==> src/rtl/core_irq_pkg.sv <==
// core_irq_pkg
//   Shared types and constants for the core_irq processor slice: instruction
//   word width, opcode values, PC update modes, FSM state encoding, interrupt
//   vector defaults and the vector-address helper.
//   Instruction word layout: [15:12] opcode, [11:10] rd, [9:8] rs, [7:0] imm.
package core_irq_pkg;

  localparam int W_INST = 16;

  localparam int VEC_BASE_DEF   = 'hF0;
  localparam int VEC_STRIDE_DEF = 2;

  localparam logic [3:0] opNOP  = 4'h0;
  localparam logic [3:0] opLDI  = 4'h1;
  localparam logic [3:0] opADD  = 4'h2;
  localparam logic [3:0] opSUB  = 4'h3;
  localparam logic [3:0] opLDX  = 4'h4;
  localparam logic [3:0] opOUT  = 4'h5;
  localparam logic [3:0] opBR   = 4'h6;
  localparam logic [3:0] opWFI  = 4'hD;
  localparam logic [3:0] opHALT = 4'hE;
  localparam logic [3:0] opRETI = 4'hF;

  typedef enum logic [1:0] {
    PC_INC,
    PC_BRANCH,
    PC_HOLD
  } modePC;

  typedef enum logic [2:0] {
    FETCH,
    EXEC,
    IRQ_ENTRY,
    WFI,
    HALT
  } coreState;

  // Handler address for channel idx; callers truncate to their address width.
  function automatic logic [15:0] irq_vec(input logic [15:0] base,
                                          input logic [15:0] stride,
                                          input logic [3:0]  idx);
    return base + stride * {12'd0, idx};
  endfunction

endpackage

==> src/rtl/core_irq_ctrl.sv <==
// core_irq_ctrl
//   Interrupt front end: per-channel rising-edge detect, sticky pending bits,
//   mask qualification and fixed lowest-index-first priority encoding.
// Ports:
//   clk_i, rst_i : clock, synchronous active-high reset
//   irq          : raw interrupt levels
//   mask         : 1 = channel may request service
//   clr          : strobe, clears the pending bit of the channel at index
//   any_req      : some pending channel is enabled
//   index        : lowest enabled pending channel (0 when none)
module core_irq_ctrl #(
  parameter int N_IRQ = 4
) (
  input  logic             clk_i,
  input  logic             rst_i,
  input  logic [N_IRQ-1:0] irq,
  input  logic [N_IRQ-1:0] mask,
  input  logic             clr,
  output logic             any_req,
  output logic [3:0]       index
);

  logic [N_IRQ-1:0] prev;
  logic [N_IRQ-1:0] pending;
  logic [N_IRQ-1:0] edge_det;
  logic [N_IRQ-1:0] req;
  logic [N_IRQ-1:0] clr_vec;

  assign edge_det = irq & ~prev;
  assign req      = pending & mask;
  assign any_req  = |req;
  assign clr_vec  = clr ? (N_IRQ'(1) << index) : '0;

  // Scan downwards so the lowest set index is the one left standing.
  always_comb begin
    index = '0;
    for (int i = N_IRQ - 1; i >= 0; i--) begin
      if (req[i]) index = 4'(i);
    end
  end

  // An edge arriving in the same cycle as the clear keeps the bit set.
  always_ff @(posedge clk_i) begin
    if (rst_i) begin
      prev    <= '0;
      pending <= '0;
    end else begin
      prev    <= irq;
      pending <= (pending & ~clr_vec) | edge_det;
    end
  end

endmodule

==> src/rtl/core_irq.sv <==
// core_irq
//   Multi-cycle processor core with request/ack program fetch, a four-entry
//   register file, small ALU and a vectored, non-nesting interrupt controller.
// Ports:
//   clk_i, rst_i      : clock, synchronous active-high reset
//   prog_req_o        : fetch request, prog_addr_o stable while high
//   prog_addr_o       : fetch address (the PC)
//   prog_ack_i        : completes a fetch, prog_data_i valid
//   prog_data_i       : instruction word
//   ext_data_i        : external data loaded by LDX
//   irq_i, irq_mask_i : interrupt levels and per-channel enables
//   result_o          : output register written by OUT
//   irq_ack_o         : one-hot pulse in the first handler fetch cycle
//   irq_active_o      : handler running
//   halt_o, wfi_o     : core halted / waiting for interrupt
//
// state     | meaning
// FETCH     | request instruction at PC, wait for ack
// EXEC      | execute IR, update PC, pick next state
// IRQ_ENTRY | save return PC, jump to channel vector
// WFI       | idle until an enabled interrupt is pending
// HALT      | stopped until reset
module core_irq
  import core_irq_pkg::*;
#(
  parameter int N          = 8,
  parameter int A          = 8,
  parameter int N_IRQ      = 4,
  parameter int RESET_VEC  = 0,
  parameter int VEC_BASE   = VEC_BASE_DEF,
  parameter int VEC_STRIDE = VEC_STRIDE_DEF
) (
  input  logic              clk_i,
  input  logic              rst_i,
  output logic              prog_req_o,
  output logic [A-1:0]      prog_addr_o,
  input  logic              prog_ack_i,
  input  logic [W_INST-1:0] prog_data_i,
  input  logic [N-1:0]      ext_data_i,
  input  logic [N_IRQ-1:0]  irq_i,
  input  logic [N_IRQ-1:0]  irq_mask_i,
  output logic [N-1:0]      result_o,
  output logic [N_IRQ-1:0]  irq_ack_o,
  output logic              irq_active_o,
  output logic              halt_o,
  output logic              wfi_o
);

  coreState          state;
  logic [A-1:0]      pc;
  logic [A-1:0]      epc;
  logic [W_INST-1:0] ir;
  logic              irq_en;
  logic [N-1:0]      rf [4];

  logic              any_req;
  logic [3:0]        irq_index;

  logic [3:0]        op;
  logic [1:0]        rd;
  logic [1:0]        rs;
  logic [7:0]        imm;
  modePC             mode_pc;
  logic              rf_we;
  logic              out_we;
  logic              is_wfi;
  logic              is_halt;
  logic              is_reti;
  logic [N-1:0]      alu_y;
  logic [A-1:0]      pc_next;
  logic [A-1:0]      vec_pc;

  core_irq_ctrl #(.N_IRQ(N_IRQ)) u_ctrl (
    .clk_i   (clk_i),
    .rst_i   (rst_i),
    .irq     (irq_i),
    .mask    (irq_mask_i),
    .clr     (state == IRQ_ENTRY),
    .any_req (any_req),
    .index   (irq_index)
  );

  assign prog_addr_o = pc;
  assign op          = ir[15:12];
  assign rd          = ir[11:10];
  assign rs          = ir[9:8];
  assign imm         = ir[7:0];
  assign vec_pc      = A'(irq_vec(16'(VEC_BASE), 16'(VEC_STRIDE), irq_index));

  always_comb begin
    mode_pc = PC_INC;
    rf_we   = 1'b0;
    out_we  = 1'b0;
    is_wfi  = 1'b0;
    is_halt = 1'b0;
    is_reti = 1'b0;
    alu_y   = '0;
    case (op)
      opNOP:  ;
      opLDI:  begin rf_we = 1'b1; alu_y = N'(imm); end
      opADD:  begin rf_we = 1'b1; alu_y = rf[rd] + rf[rs]; end
      opSUB:  begin rf_we = 1'b1; alu_y = rf[rd] - rf[rs]; end
      opLDX:  begin rf_we = 1'b1; alu_y = ext_data_i; end
      opOUT:  out_we = 1'b1;
      opBR:   mode_pc = PC_BRANCH;
      opWFI:  is_wfi = 1'b1;
      opHALT: begin is_halt = 1'b1; mode_pc = PC_HOLD; end
      opRETI: is_reti = 1'b1;
      default: ;
    endcase
  end

  // Branch offset is the sign-extended immediate; all PC arithmetic wraps.
  always_comb begin
    case (mode_pc)
      PC_BRANCH: pc_next = pc + A'($signed(imm));
      PC_HOLD:   pc_next = pc;
      default:   pc_next = pc + A'(1);
    endcase
  end

  always_ff @(posedge clk_i) begin
    irq_ack_o <= '0;
    if (rst_i) begin
      state        <= FETCH;
      pc           <= A'(RESET_VEC);
      epc          <= '0;
      ir           <= '0;
      irq_en       <= 1'b1;
      prog_req_o   <= 1'b0;
      irq_active_o <= 1'b0;
      halt_o       <= 1'b0;
      wfi_o        <= 1'b0;
      result_o     <= '0;
      for (int i = 0; i < 4; i++) rf[i] <= '0;
    end else begin
      case (state)
        FETCH: begin
          prog_req_o <= 1'b1;
          // An ack is only meaningful once the request is actually out.
          if (prog_req_o && prog_ack_i) begin
            ir         <= prog_data_i;
            prog_req_o <= 1'b0;
            state      <= EXEC;
          end
        end
        EXEC: begin
          if (rf_we)  rf[rd]   <= alu_y;
          if (out_we) result_o <= rf[rs];
          if (is_reti) begin
            pc           <= epc;
            irq_en       <= 1'b1;
            irq_active_o <= 1'b0;
          end else begin
            pc <= pc_next;
          end
          // RETI re-enables interrupts immediately, so a channel left pending
          // during the handler is taken before the return address is fetched.
          if (is_halt) begin
            halt_o <= 1'b1;
            state  <= HALT;
          end else if (is_wfi) begin
            wfi_o <= 1'b1;
            state <= WFI;
          end else if ((irq_en || is_reti) && any_req) begin
            state <= IRQ_ENTRY;
          end else begin
            prog_req_o <= 1'b1;
            state      <= FETCH;
          end
        end
        IRQ_ENTRY: begin
          if (any_req) begin
            epc          <= pc;
            pc           <= vec_pc;
            irq_ack_o    <= N_IRQ'(1) << irq_index;
            irq_en       <= 1'b0;
            irq_active_o <= 1'b1;
          end
          prog_req_o <= 1'b1;
          state      <= FETCH;
        end
        WFI: begin
          if (any_req) begin
            wfi_o <= 1'b0;
            if (irq_en) begin
              state <= IRQ_ENTRY;
            end else begin
              prog_req_o <= 1'b1;
              state      <= FETCH;
            end
          end
        end
        HALT: ;
        default: state <= FETCH;
      endcase
    end
  end

endmodule

==> config.mk <==
export PLATFORM = sky130hd
export DESIGN_NAME = core_irq
export DESIGN_NICKNAME = d
export VERILOG_FILES = /design/src/rtl/core_irq_pkg.sv /design/src/rtl/core_irq_ctrl.sv /design/src/rtl/core_irq.sv
export SDC_FILE = /design/constraint.sdc
export NUM_CORES = 1
export LEC_CHECK = 0
export BUFFER_PORTS_ARGS = -buffer_cell sky130_fd_sc_hd__buf_4
export CAP_MARGIN = 30
export CORE_ASPECT_RATIO = 1.75
export CORE_MARGIN = 5
export CORE_UTILIZATION = 53
export DETAILED_ROUTE_END_ITERATION = 8
export PLACE_DENSITY = 0.77
export SYNTH_ARGS = -nofsm -noshare
export SYNTH_HDL_FRONTEND = slang
export SYNTH_SLANG_ARGS = --single-unit
==> constraint.sdc <==
create_clock -name clk_i -period 3.6 [get_ports clk_i]
set_input_delay 1.08 -clock clk_i [delete_from_list [all_inputs] [get_ports clk_i]]
set_output_delay 1.08 -clock clk_i [all_outputs]
set_load 0.01 [all_outputs]
==> flow_metrics.env <==
export IMPL_status="finished clean"
export IMPL_clkSinkCount=96
export IMPL_hold_path_class="reg -> reg"
export IMPL_antenna_found_initial=0
export IMPL_portBuffers=58
export IMPL_die_w_um=82.3
export IMPL_max_freq_mhz=285
export IMPL_holdBufCountCts=0
export IMPL_max_slew_margin_pct=46.9
export IMPL_cp_slowest_cell="mux4_2"
export IMPL_coreArea_mm2=0.00904
export IMPL_path_delay_family="compound AO/OA/AOI/OAI gates"
export IMPL_ys_seq_elements=96
export IMPL_cp_end_kind="register"
export IMPL_htreeDepth=3
export IMPL_p_per_area_mw_per_mm2=438
export IMPL_drv_cap=0
export IMPL_dp_slack_ns=-0.0692
export IMPL_die_height_um=137
export IMPL_synth_most_common_cell="nor2_1"
export IMPL_fin_util_pct=65.0
export IMPL_initial_core_util_pct=53.7
export IMPL_hp_start="epc[2]"
export IMPL_synth_ff_type="dfxtp_1"
export IMPL_crit_arrival_ns=3.59
export IMPL_synth_area_mm2=0.00485
export IMPL_synth_warnings=0
export IMPL_cts_root_buf="clkbuf_16"
export IMPL_hold_end="epc[2]"
export IMPL_synth_cells=508
export IMPL_r2r_cells=11
export IMPL_fillCellCount=739
export IMPL_clk_path_buf_depth=2
export IMPL_dr_pass1_iters=5
export IMPL_register_area_mm2=0.00225
export IMPL_wire_per_inst_um=18.3
export IMPL_postLayoutCellArea_mm2=0.00587
export IMPL_avgSynthCellArea_um2=9.54
export IMPL_synth_nets=560
export IMPL_area_growth_pct=21.1
export IMPL_fin_tns_setup_ns=0
export IMPL_timing_hold_ws_ns=0.457
export IMPL_hold_viol=0
export IMPL_n_antenna_cell=0
export IMPL_cp_common_cell="nor2_1"
export IMPL_drc_errors=0
export IMPL_rsz0062_at_grt="yes"
export IMPL_io_pins=59
export IMPL_grt_pass1_vias=4164
export IMPL_placed_area_mm2=0.00549
export IMPL_p_leak_nw=2.34
export IMPL_hpwl_mm=9.63
export IMPL_worstPathMaxFanout=4
export IMPL_ys_seq_area_share_pct=46.2
export IMPL_finalCritPeriodShare_pct=97.4
export IMPL_max_vdd_ir_drop_mv=0.337
export IMPL_multi_input_area_mm2=0.00246
export IMPL_fin_crit_ns=3.51
export IMPL_routed_wirelength_mm=12.9
export IMPL_drive_above_1_share_pct=22.8
export IMPL_dp_cells=681
export IMPL_start_kind="register"
export IMPL_synth_commonest_cells="nor2_1, nand2_1, dfxtp_1, a21oi_1, edfxtp_1"
export IMPL_synth_top_cell_by_area="dfxtp_1"
export IMPL_yosys_top_cells_area="dfxtp_1, edfxtp_1, nor2_1"
export IMPL_ant_nets=0
export IMPL_crit_chain="mux4_2, or3_4, o31ai_1, xor2_1, ha_1, o21a_1, nor2_1, a21oi_2, mux2_4, a221oi_4, nor2_1"
export IMPL_synth_edff_count=32
export IMPL_finalClockSkew_ns=0.00860
export IMPL_rows=46
export IMPL_worst_pin_slew_ns=0.795
export IMPL_synth_async_sr_flop_share_pct=0
export IMPL_path_class="reg -> reg"
export IMPL_synth_top_cell_area_share_pct=26.4
export IMPL_instances_no_fill=703
export IMPL_path_clk_slew_ns=0.07
export IMPL_cp_required_ns=3.69
export IMPL_r2r_start="rf[0][0]"
export IMPL_worst_slack_ns=0.0938
export IMPL_via_count=4089
export IMPL_fp_dieArea_mm2=0.0112
export IMPL_cpPeakStageDelay_ns=0.52
export IMPL_clk_latency_ns=0.35
export IMPL_via_per_inst=5.82
export IMPL_place_congestion=0.950
export IMPL_cts_tree="done"
export IMPL_grt_max_degree=65
export IMPL_synth_cell_types=54
export IMPL_grt_first_pass_wirelength_mm=20.4
export IMPL_setup_viol=0
export IMPL_worstHoldPathCells=2
export IMPL_gr_usage_all_layers_pct=24.5
export IMPL_finalPower_mw=2.57
export IMPL_slew_violations=0
export IMPL_critPathBufInv=0
export IMPL_nets=630
export IMPL_rrSetupSlack_ns=0.09
export IMPL_overflow=0
export IMPL_cts_buffers=9
export IMPL_drt_iter0_markers=281
export IMPL_rr_endpoint="rf[0][7]"
==> worst register-to-register path, delay by kind of cell (launching register included) <==
| kind | cells | cell delay (ns) |
|---|---|---|
| AO/OA/AOI/OAI | 4 | 0.87 |
| XOR/XNOR | 1 | 0.19 |
| multiplexers | 2 | 0.84 |
| flip-flops | 1 | 0.42 |
| adder cells (fa/ha/maj) | 1 | 0.29 |
| AND/OR/NAND/NOR | 3 | 0.63 |
==> where the power goes <==
group / internal (mW) / switching, mW / total, mW
logic: 0.180 / 0.207 / 0.387
registers: 1.15 / 0.0318 / 1.18
clock network: 0.600 / 0.403 / 1.00
==> placed cells by master (no fill, tap or decap), types with 3 or more instances in the layout <==
cell	synthesis	layout
nand2_1	73	72
xnor2_1	7	7
buf_4	0	86
o21a_1	3	3
nand3_1	6	6
dfxtp_1	64	63
or3_1	3	3
and2_1	9	9
a21o_1	3	3
nor2b_1	8	8
o31ai_1	3	3
edfxtp_1	32	32
mux4_2	12	14
mux2i_1	8	8
a222oi_1	4	4
a211oi_1	7	6
ha_1	15	15
nor3_1	7	7
nor2_1	75	75
xor2_1	9	9
nand2b_1	12	12
nor4_1	3	3
inv_1	13	12
a221oi_1	3	3
o21ai_0	17	14
a21oi_1	51	49
clkbuf_16	0	10
==> cell families (layout without fill, tap and decap cells) <==
group,Yosys count,after routing,share of synthesized area [%]
AO/OA/AOI/OAI,105,105,13.5
multiplexers,25,25,9.70
buffers and inverters,40,115,3.30
adder cells (fa/ha/maj),17,17,4.70
AND/OR/NAND/NOR,209,209,19.6
XOR/XNOR,16,16,2.89
flip-flops,96,96,46.2
==> per-layer routing <==
metal / vias up / share of wire, % / GRT usage [%]
met5: - / 0 / 0
met4: 0 / 4.1 / 12.9
met3: 44 / 5.0 / 4.28
met2: 144 / 57 / 45.7
met1: 1962 / 34 / 24.7
li1: 1939 / - / -
==> timing repair <==
| item | CTS | global route |
|---|---|---|
| setup endpoints to repair | 9 | 16 |
| pin swaps | 0 | 14 |
| gates resized for setup | 3 | 12 |
| endpoints found under the hold margin | 0 | 0 |
| buffers inserted | 0 | 6 |
==> area by class of cell <==
| type | count | share of cell area, % |
|---|---|---|
| multi-input cells | 372 | 41.9 |
| flip-flops and latches | 96 | 38.2 |
| repair buffers | 86 | 11.0 |
| clock buffers | 12 | 4.56 |
| well taps | 120 | 2.56 |
| clock inverters | 4 | 0.873 |
| inverters | 13 | 0.831 |
==> registers in the layout, indices dropped and copies added, names as in the netlist, named ones only <==
| signal | flops |
|---|---|
| prog_addr_o | 8 |
| wfi_o | 1 |
| epc | 8 |
| u_ctrl.pending | 4 |
| state | 3 |
| halt_o | 1 |
| irq_active_o | 1 |
| u_ctrl.prev | 4 |
| result_o | 8 |
| irq_ack_o | 4 |
| irq_en | 1 |
| prog_req_o | 1 |
| ir | 16 |
| rf | 32 |
==> how the worst max path moves through the flow <==
stage / from / endpoint / slack [ns] / cells past startpoint
final: rf[0][0] / rf[0][7] / 0.09 / 11
after global routing: register / rf[0][7] / -0.02 / 12
after CTS: register / rf[0][7] / 0.005 / 12
after detailed placement: register / rf[1][7] / -0.07 / 14
after global placement: register / rf[1][7] / 0.01 / 14
after floorplan: register / rf[1][7] / 0.07 / 12
(Power assumes the default switching activity.)
